**config.mk**
```make
export PLATFORM = sky130hd
export DESIGN_NAME = seg_scan_ctrl_flat
export DESIGN_NICKNAME = d
export VERILOG_FILES = /design/src/rtl/seg_scan_ctrl_pkg.sv /design/src/rtl/seg_scan_ctrl_if.sv /design/src/rtl/SevenSEG.sv /design/src/rtl/seg_scan_ctrl.sv /design/src/flat_wrapper.sv
export SDC_FILE = /design/constraint.sdc
export NUM_CORES = 1
export LEC_CHECK = 0
export CORE_ASPECT_RATIO = 0.5
export CORE_MARGIN = 5
export CORE_UTILIZATION = 30
export DETAILED_ROUTE_END_ITERATION = 8
export PLACE_DENSITY = 0.47
export SLEW_MARGIN = 20
export SYNTH_ARGS = -nofsm -noshare
export SYNTH_HDL_FRONTEND = slang
export SYNTH_SLANG_ARGS = --single-unit
```
**constraint.sdc**
```tcl
create_clock -name clk -period 1.9 [get_ports clk]
set_input_delay 0.38 -clock clk [delete_from_list [all_inputs] [get_ports clk]]
set_output_delay 0.38 -clock clk [all_outputs]
set_load 0.02 [all_outputs]
```
**src/rtl/seg_scan_ctrl_pkg.sv**
```systemverilog
// Shared types and constants for the seven-segment scan controller.
// Segment patterns are active-low, segment a on bit 0.
package seg_scan_ctrl_pkg;

  typedef logic [6:0] seg_t;

  localparam seg_t SEG_BLANK = 7'h7F;
  localparam logic DP_OFF    = 1'b1;

  function automatic int cnt_width(input int slot);
    return (slot <= 2) ? 1 : $clog2(slot);
  endfunction

endpackage

```
**src/rtl/seg_scan_ctrl_if.sv**
```systemverilog
// Value load channel: hex nibbles plus decimal-point mask,
// transferred with a valid/ready handshake.
interface seg_scan_ctrl_if #(
  parameter int NUM_DIGITS = 4
);

  logic [4*NUM_DIGITS-1:0] value_in;
  logic [NUM_DIGITS-1:0]   dp_in;
  logic                    value_valid;
  logic                    value_ready;

  modport master (
    output value_in,
    output dp_in,
    output value_valid,
    input  value_ready
  );

  modport slave (
    input  value_in,
    input  dp_in,
    input  value_valid,
    output value_ready
  );

endinterface

```
**src/rtl/SevenSEG.sv**
```systemverilog
// Hex nibble to active-low seven-segment pattern (a on bit 0).
// Purely combinational.
module SevenSEG
  import seg_scan_ctrl_pkg::*;
(
  input  logic [3:0] hex_i,
  output seg_t       seg_o
);

  always_comb begin
    seg_o = SEG_BLANK;
    unique case (hex_i)
      4'h0: seg_o = 7'h40;
      4'h1: seg_o = 7'h79;
      4'h2: seg_o = 7'h24;
      4'h3: seg_o = 7'h30;
      4'h4: seg_o = 7'h19;
      4'h5: seg_o = 7'h12;
      4'h6: seg_o = 7'h02;
      4'h7: seg_o = 7'h78;
      4'h8: seg_o = 7'h00;
      4'h9: seg_o = 7'h10;
      4'hA: seg_o = 7'h08;
      4'hB: seg_o = 7'h03;
      4'hC: seg_o = 7'h46;
      4'hD: seg_o = 7'h21;
      4'hE: seg_o = 7'h06;
      4'hF: seg_o = 7'h0E;
    endcase
  end

endmodule

```
**src/rtl/seg_scan_ctrl.sv**
```systemverilog
// Multiplexed scan controller for a common-anode hex display,
// with per-slot blanking guard and frame-aligned value updates.
module seg_scan_ctrl
  import seg_scan_ctrl_pkg::*;
#(
  parameter int NUM_DIGITS   = 4,
  parameter int SLOT_CYCLES  = 100000,
  parameter int BLANK_CYCLES = 1000
) (
  input  logic                  clk,
  input  logic                  rst,
  input  logic                  enable,
  input  logic                  lzb,
  seg_scan_ctrl_if.slave        in_if,
  output logic [NUM_DIGITS-1:0] an,
  output seg_t                  seg,
  output logic                  dp,
  output logic                  frame_tick
);

  localparam int CW = cnt_width(SLOT_CYCLES);
  localparam int DW = $clog2(NUM_DIGITS);

  typedef logic [NUM_DIGITS-1:0][3:0] nib_t;

  logic [CW-1:0]         cnt_q;
  logic [DW-1:0]         dig_q;
  logic                  full_q;
  nib_t                  sh_val_q;
  logic [NUM_DIGITS-1:0] sh_dp_q;
  nib_t                  disp_val_q;
  logic [NUM_DIGITS-1:0] disp_dp_q;
  logic [NUM_DIGITS-1:0] an_q;
  seg_t                  seg_q;
  logic                  dp_q;
  logic                  tick_q;

  logic                  last_cnt;
  logic                  last_dig;
  logic                  boundary;
  logic                  guard;
  logic                  dig_blank;
  logic                  load;
  logic [NUM_DIGITS-1:0] lz;
  logic [CW-1:0]         cnt_d;
  logic [DW-1:0]         dig_d;
  seg_t                  seg_dec;

  assign last_cnt = cnt_q == CW'(SLOT_CYCLES - 1);
  assign last_dig = dig_q == DW'(NUM_DIGITS - 1);
  assign boundary = last_cnt && last_dig;
  assign guard    = cnt_q < CW'(BLANK_CYCLES);
  assign load     = full_q && (!enable || boundary);

  assign cnt_d = last_cnt ? '0 : cnt_q + CW'(1);
  assign dig_d = !last_cnt ? dig_q
               : last_dig  ? '0
               : dig_q + DW'(1);

  // lz[k]: nibbles k..top are all zero
  always_comb begin
    lz = '0;
    lz[NUM_DIGITS-1] = disp_val_q[NUM_DIGITS-1] == 4'h0;
    for (int k = NUM_DIGITS - 2; k >= 0; k--)
      lz[k] = lz[k+1] && (disp_val_q[k] == 4'h0);
  end

  assign dig_blank = lzb && (dig_q != '0) && lz[dig_q];

  SevenSEG u_dec (
    .hex_i (disp_val_q[dig_q]),
    .seg_o (seg_dec)
  );

  always_ff @(posedge clk) begin
    if (rst) begin
      cnt_q      <= '0;
      dig_q      <= '0;
      full_q     <= 1'b0;
      sh_val_q   <= '0;
      sh_dp_q    <= '0;
      disp_val_q <= '0;
      disp_dp_q  <= '0;
      an_q       <= '1;
      seg_q      <= SEG_BLANK;
      dp_q       <= DP_OFF;
      tick_q     <= 1'b0;
    end else begin
      if (!enable) begin
        cnt_q  <= '0;
        dig_q  <= '0;
        an_q   <= '1;
        seg_q  <= SEG_BLANK;
        dp_q   <= DP_OFF;
        tick_q <= 1'b0;
      end else begin
        cnt_q  <= cnt_d;
        dig_q  <= dig_d;
        tick_q <= boundary;
        if (guard || dig_blank) begin
          an_q  <= '1;
          seg_q <= SEG_BLANK;
          dp_q  <= DP_OFF;
        end else begin
          an_q  <= ~(NUM_DIGITS'(1) << dig_q);
          seg_q <= seg_dec;
          dp_q  <= ~disp_dp_q[dig_q];
        end
      end
      // ready is low while full, so load and capture never coincide
      if (load) begin
        disp_val_q <= sh_val_q;
        disp_dp_q  <= sh_dp_q;
        full_q     <= 1'b0;
      end else if (in_if.value_valid && !full_q) begin
        sh_val_q <= in_if.value_in;
        sh_dp_q  <= in_if.dp_in;
        full_q   <= 1'b1;
      end
    end
  end

  assign in_if.value_ready = !full_q;
  assign an                = an_q;
  assign seg               = seg_q;
  assign dp                = dp_q;
  assign frame_tick        = tick_q;

endmodule

```
**src/flat_wrapper.sv**
```systemverilog
// flat-port wrapper written by rule: the top's interface ports become plain ports
module seg_scan_ctrl_flat import seg_scan_ctrl_pkg::*;
#(
  parameter int NUM_DIGITS   = 4,
  parameter int SLOT_CYCLES  = 100000,
  parameter int BLANK_CYCLES = 1000
)
  (clk, rst, enable, lzb, an, seg, dp, frame_tick, in_if_value_in, in_if_dp_in, in_if_value_valid, in_if_value_ready);
  seg_scan_ctrl_if #(.NUM_DIGITS(NUM_DIGITS)) in_if_i ();
  input  logic clk;
  input  logic rst;
  input  logic enable;
  input  logic lzb;
  output logic [NUM_DIGITS-1:0] an;
  output seg_t seg;
  output logic dp;
  output logic frame_tick;
  input wire logic [$bits(in_if_i.value_in)-1:0] in_if_value_in;
  input wire logic [$bits(in_if_i.dp_in)-1:0] in_if_dp_in;
  input wire logic [$bits(in_if_i.value_valid)-1:0] in_if_value_valid;
  output wire logic [$bits(in_if_i.value_ready)-1:0] in_if_value_ready;
  assign in_if_i.value_in = in_if_value_in;
  assign in_if_i.dp_in = in_if_dp_in;
  assign in_if_i.value_valid = in_if_value_valid;
  assign in_if_value_ready = in_if_i.value_ready;
  seg_scan_ctrl #(.NUM_DIGITS(NUM_DIGITS), .SLOT_CYCLES(SLOT_CYCLES), .BLANK_CYCLES(BLANK_CYCLES)) u_core (.clk(clk), .rst(rst), .enable(enable), .lzb(lzb), .in_if(in_if_i), .an(an), .seg(seg), .dp(dp), .frame_tick(frame_tick));
endmodule
```
==> results.json, run 1 <==
{
  "post_cts_buffers": 0,
  "cp.buffers_inverters": 1,
  "crit_chain": "mux4_2 -> inv_1 -> ha_1 -> nand2_1 -> o21ai_0 -> o211ai_1",
  "hold_class": "reg -> reg",
  "syn_inst": 355,
  "clockBufferDepth": 2,
  "rr_worst_depth": 6,
  "yosysTopAreaCellShare_pct": 45.2,
  "syn_nets": 391,
  "syn_area_um2": 3230,
  "synth_enable_flop_cells": 0,
  "synthSimpleGateAreaFrac_pct": 23.0,
  "worstHoldPathCells": 1,
  "synth.avg_cell_area_um2": 9.11,
  "timing.final.crit_share_pct": 93.5,
  "area_growth_pct": 24.0,
  "n_fill_cell": 1059,
  "async_flop_share_pct": 0,
  "numCtsBuffers": 9,
  "cp.required_ns": 2.15,
  "endpoint_kind": "flip-flop",
  "synth_warnings": 0,
  "min_period_ns": 1.78,
  "hold_buffers": 0,
  "num_antenna_cells": 0,
  "synthTopCellsByCount": "96 x nand2_1, 73 x dfxtp_1, 26 x a21oi_1",
  "synth.most_common_cell": "nand2_1",
  "rsz0062_at_grt": "no",
  "critPathSlowestCell": "mux4_2",
  "synth_mux_area_share_pct": 4.41,
  "dieArea_um2": 13100,
  "synth_top_family_by_area": "simple AND/OR/NAND/NOR gates",
  "core.rowCount": 26,
  "first_global_vias": 2480,
  "worstSetupStartpointType": "flip-flop",
  "timing.fmax_ghz": 0.563,
  "grt_use_total_pct": 11.1,
  "hold_viol": 0,
  "synth_seq_cells": 73,
  "route.detailed.drc": 0,
  "critPathMaxStageDelay_ns": 0.57,
  "timing.setup.tns_ns": 0,
  "overflow": 0,
  "synth_xor_area_share_pct": 2.98,
  "drtIter0Drc": 95,
  "io-pin-count": 39,
  "drtAntennaViolNets": 0,
  "root_buffer": "clkbuf_16",
  "drive_above_1_share_pct": 17.1,
  "coreArea_um2": 10400,
  "worstSetupPathType": "reg -> reg",
  "fin_nets": 430,
  "synth_top_area_cell": "dfxtp_1",
  "p_total_w": 0.00329,
  "drt-pass1-iter-count": 4,
  "chipHeight_um": 83.4,
  "finalSetupViolations": 0,
  "max_cap_violations": 0,
  "die_width_um": 157,
  "power.density_nw_per_um2": 821,
  "synth_cell_types": 43,
  "report.final.slew_viol_count": 0,
  "portBuffers": 38,
  "cts.clk_slew.worst_paths_ns": 0.05,
  "relSlewSlack_pct": 64.2,
  "cts_sinks": 73,
  "ir_drop_mv": 0.336,
  "post-dp-hpwl_um": 5020,
  "synth-main-ff-cell": "dfxtp_1",
  "clock-skew-final_ns": 0.00412,
  "cp.arrival_ns": 2.02,
  "antenna_found_initial": 0,
  "worstSkewPairLatency_ns": 0.33,
  "wl_um": 6790,
  "power.leakage_nw": 1.34,
  "yosysSeqAreaShare_pct": 45.2,
  "cp.depth": 6,
  "via_count": 2453,
  "grt_max_degree": 42,
  "synthTopCellsByArea": "dfxtp_1 45%, nand2_1 11%, a21oi_2 5.4%, ha_1 4.3%, a21oi_1 4.0%",
  "cpLargestDelayFamily": "multiplexers",
  "vias_per_cell": 4.56,
  "gp_congestion": 0.763,
  "synthAdderAreaFrac_pct": 4.26,
  "grt_pass1_wl_um": 11800,
  "htree_levels": 3,
  "cp_max_fo": 5,
  "start_util_pct": 31.2,
  "cts_tree": "built",
  "synth_compound_area_share_pct": 14.7,
  "wl_per_cell_um": 12.6,
  "status": "finished, final reports clean",
  "tightestPinTransition_ns": 0.537
}
## sequential cells by signal, summed over array words and instances (netlist names)
name / count
u_core.cnt_q: 17
u_core.frame_tick: 1
u_core.disp_val_q: 16
u_core.seg: 7
u_core.full_q: 1
u_core.disp_dp_q: 4
u_core.dp: 1
u_core.an: 4
u_core.sh_dp_q: 4
u_core.sh_val_q: 16
u_core.dig_q: 2
## report_power, final
group          switching [W]  leakage (nW)  internal (W)
Combinational       0.000106         0.614     0.0000952
Sequential         0.0000216         0.594       0.00157
Clock               0.000595         0.128      0.000907
## metal layers
layer  share of wire, %  global-route usage [%]  wire (µm)
met1                 50                    14.1       3370
met2                 46                    17.2       3110
met3                3.8                    4.31        257
met4               0.81                    4.02         55
met5                  0                       0          0
## repair_timing
action                                 in CTS  in global routing
resized for setup                           0                  2
setup endpoints to repair                   0                  5
endpoints found under the hold margin       0                  0
## area by class of cell
type	instances	area, µm²	share of cell area [%]
timing repair buffer	51	485	12.1
inverter	7	26.3	0.655
multi-input combinational	252	1600	39.8
clock inverter	3	17.5	0.437
sequential	73	1460	36.5
tap	140	175	4.37
clock buffer	12	246	6.14
## cells by family (layout without fill, tap and decap cells)
| group | after synthesis | count (layout) |
|---|---|---|
| and+or+nand+nor | 153 | 153 |
| adders and majority gates | 11 | 11 |
| xor gates and xnor gates | 11 | 11 |
| AOI/OAI and AO/OA | 69 | 69 |
| DFF | 73 | 73 |
| buffers and inverters | 30 | 73 |
| muxes | 8 | 8 |
## stage by stage
stage	hold WS (ns)	worst slack [ns]	util (%)	instances	cell area, µm²
after CTS	0.459	0.0404	38.6	538	4010
after global routing	0.476	0.000558	38.7	538	4010
after global placement	0.435	0.128	36.1	523	3740
after detailed placement	0.445	0.0630	36.1	523	3740
after floorplan	0.423	0.0717	-	355	3230
final	0.454	0.124	38.7	538	4010
## cell usage in the layout (no fill, tap or decap), drive strengths merged, types with 3 or more instances in the layout
cell type,n
o21ai,8
xnor2,4
and4,3
xor2,7
or3,4
nand4,5
nand3,5
clkbuf,12
buf,14
clkdlybuf4s50,37
nor4,5
nor2,22
dfxtp,73
inv,7
mux2i,3
o211ai,8
nand2b,3
a21oi,46
nand2,96
mux4,5
ha,11
## worst paths after layout
check	startpoint	end	slack [ns]
hold reg to reg	u_core.cnt_q[0]	u_core.cnt_q[0]	0.45
setup / recovery	u_core.dig_q[0]	u_core.seg[3]	0.12
hold / removal	u_core.cnt_q[0]	u_core.cnt_q[0]	0.45
setup reg to reg	u_core.dig_q[0]	u_core.seg[3]	0.12
Power figures use the tool's default switching activity.
==> run 2, diff against run 1 <==
--- a/config.mk
+++ b/config.mk
@@ -9,6 +9,7 @@
 export CORE_MARGIN = 5
 export CORE_UTILIZATION = 30
 export DETAILED_ROUTE_END_ITERATION = 8
+export HOLD_SLACK_MARGIN = 0.1
 export PLACE_DENSITY = 0.47
 export SLEW_MARGIN = 20
 export SYNTH_ARGS = -nofsm -noshare
==> results of run 2 <==
Same layout as run 1: the final DEF is identical, and so are final timing and power.
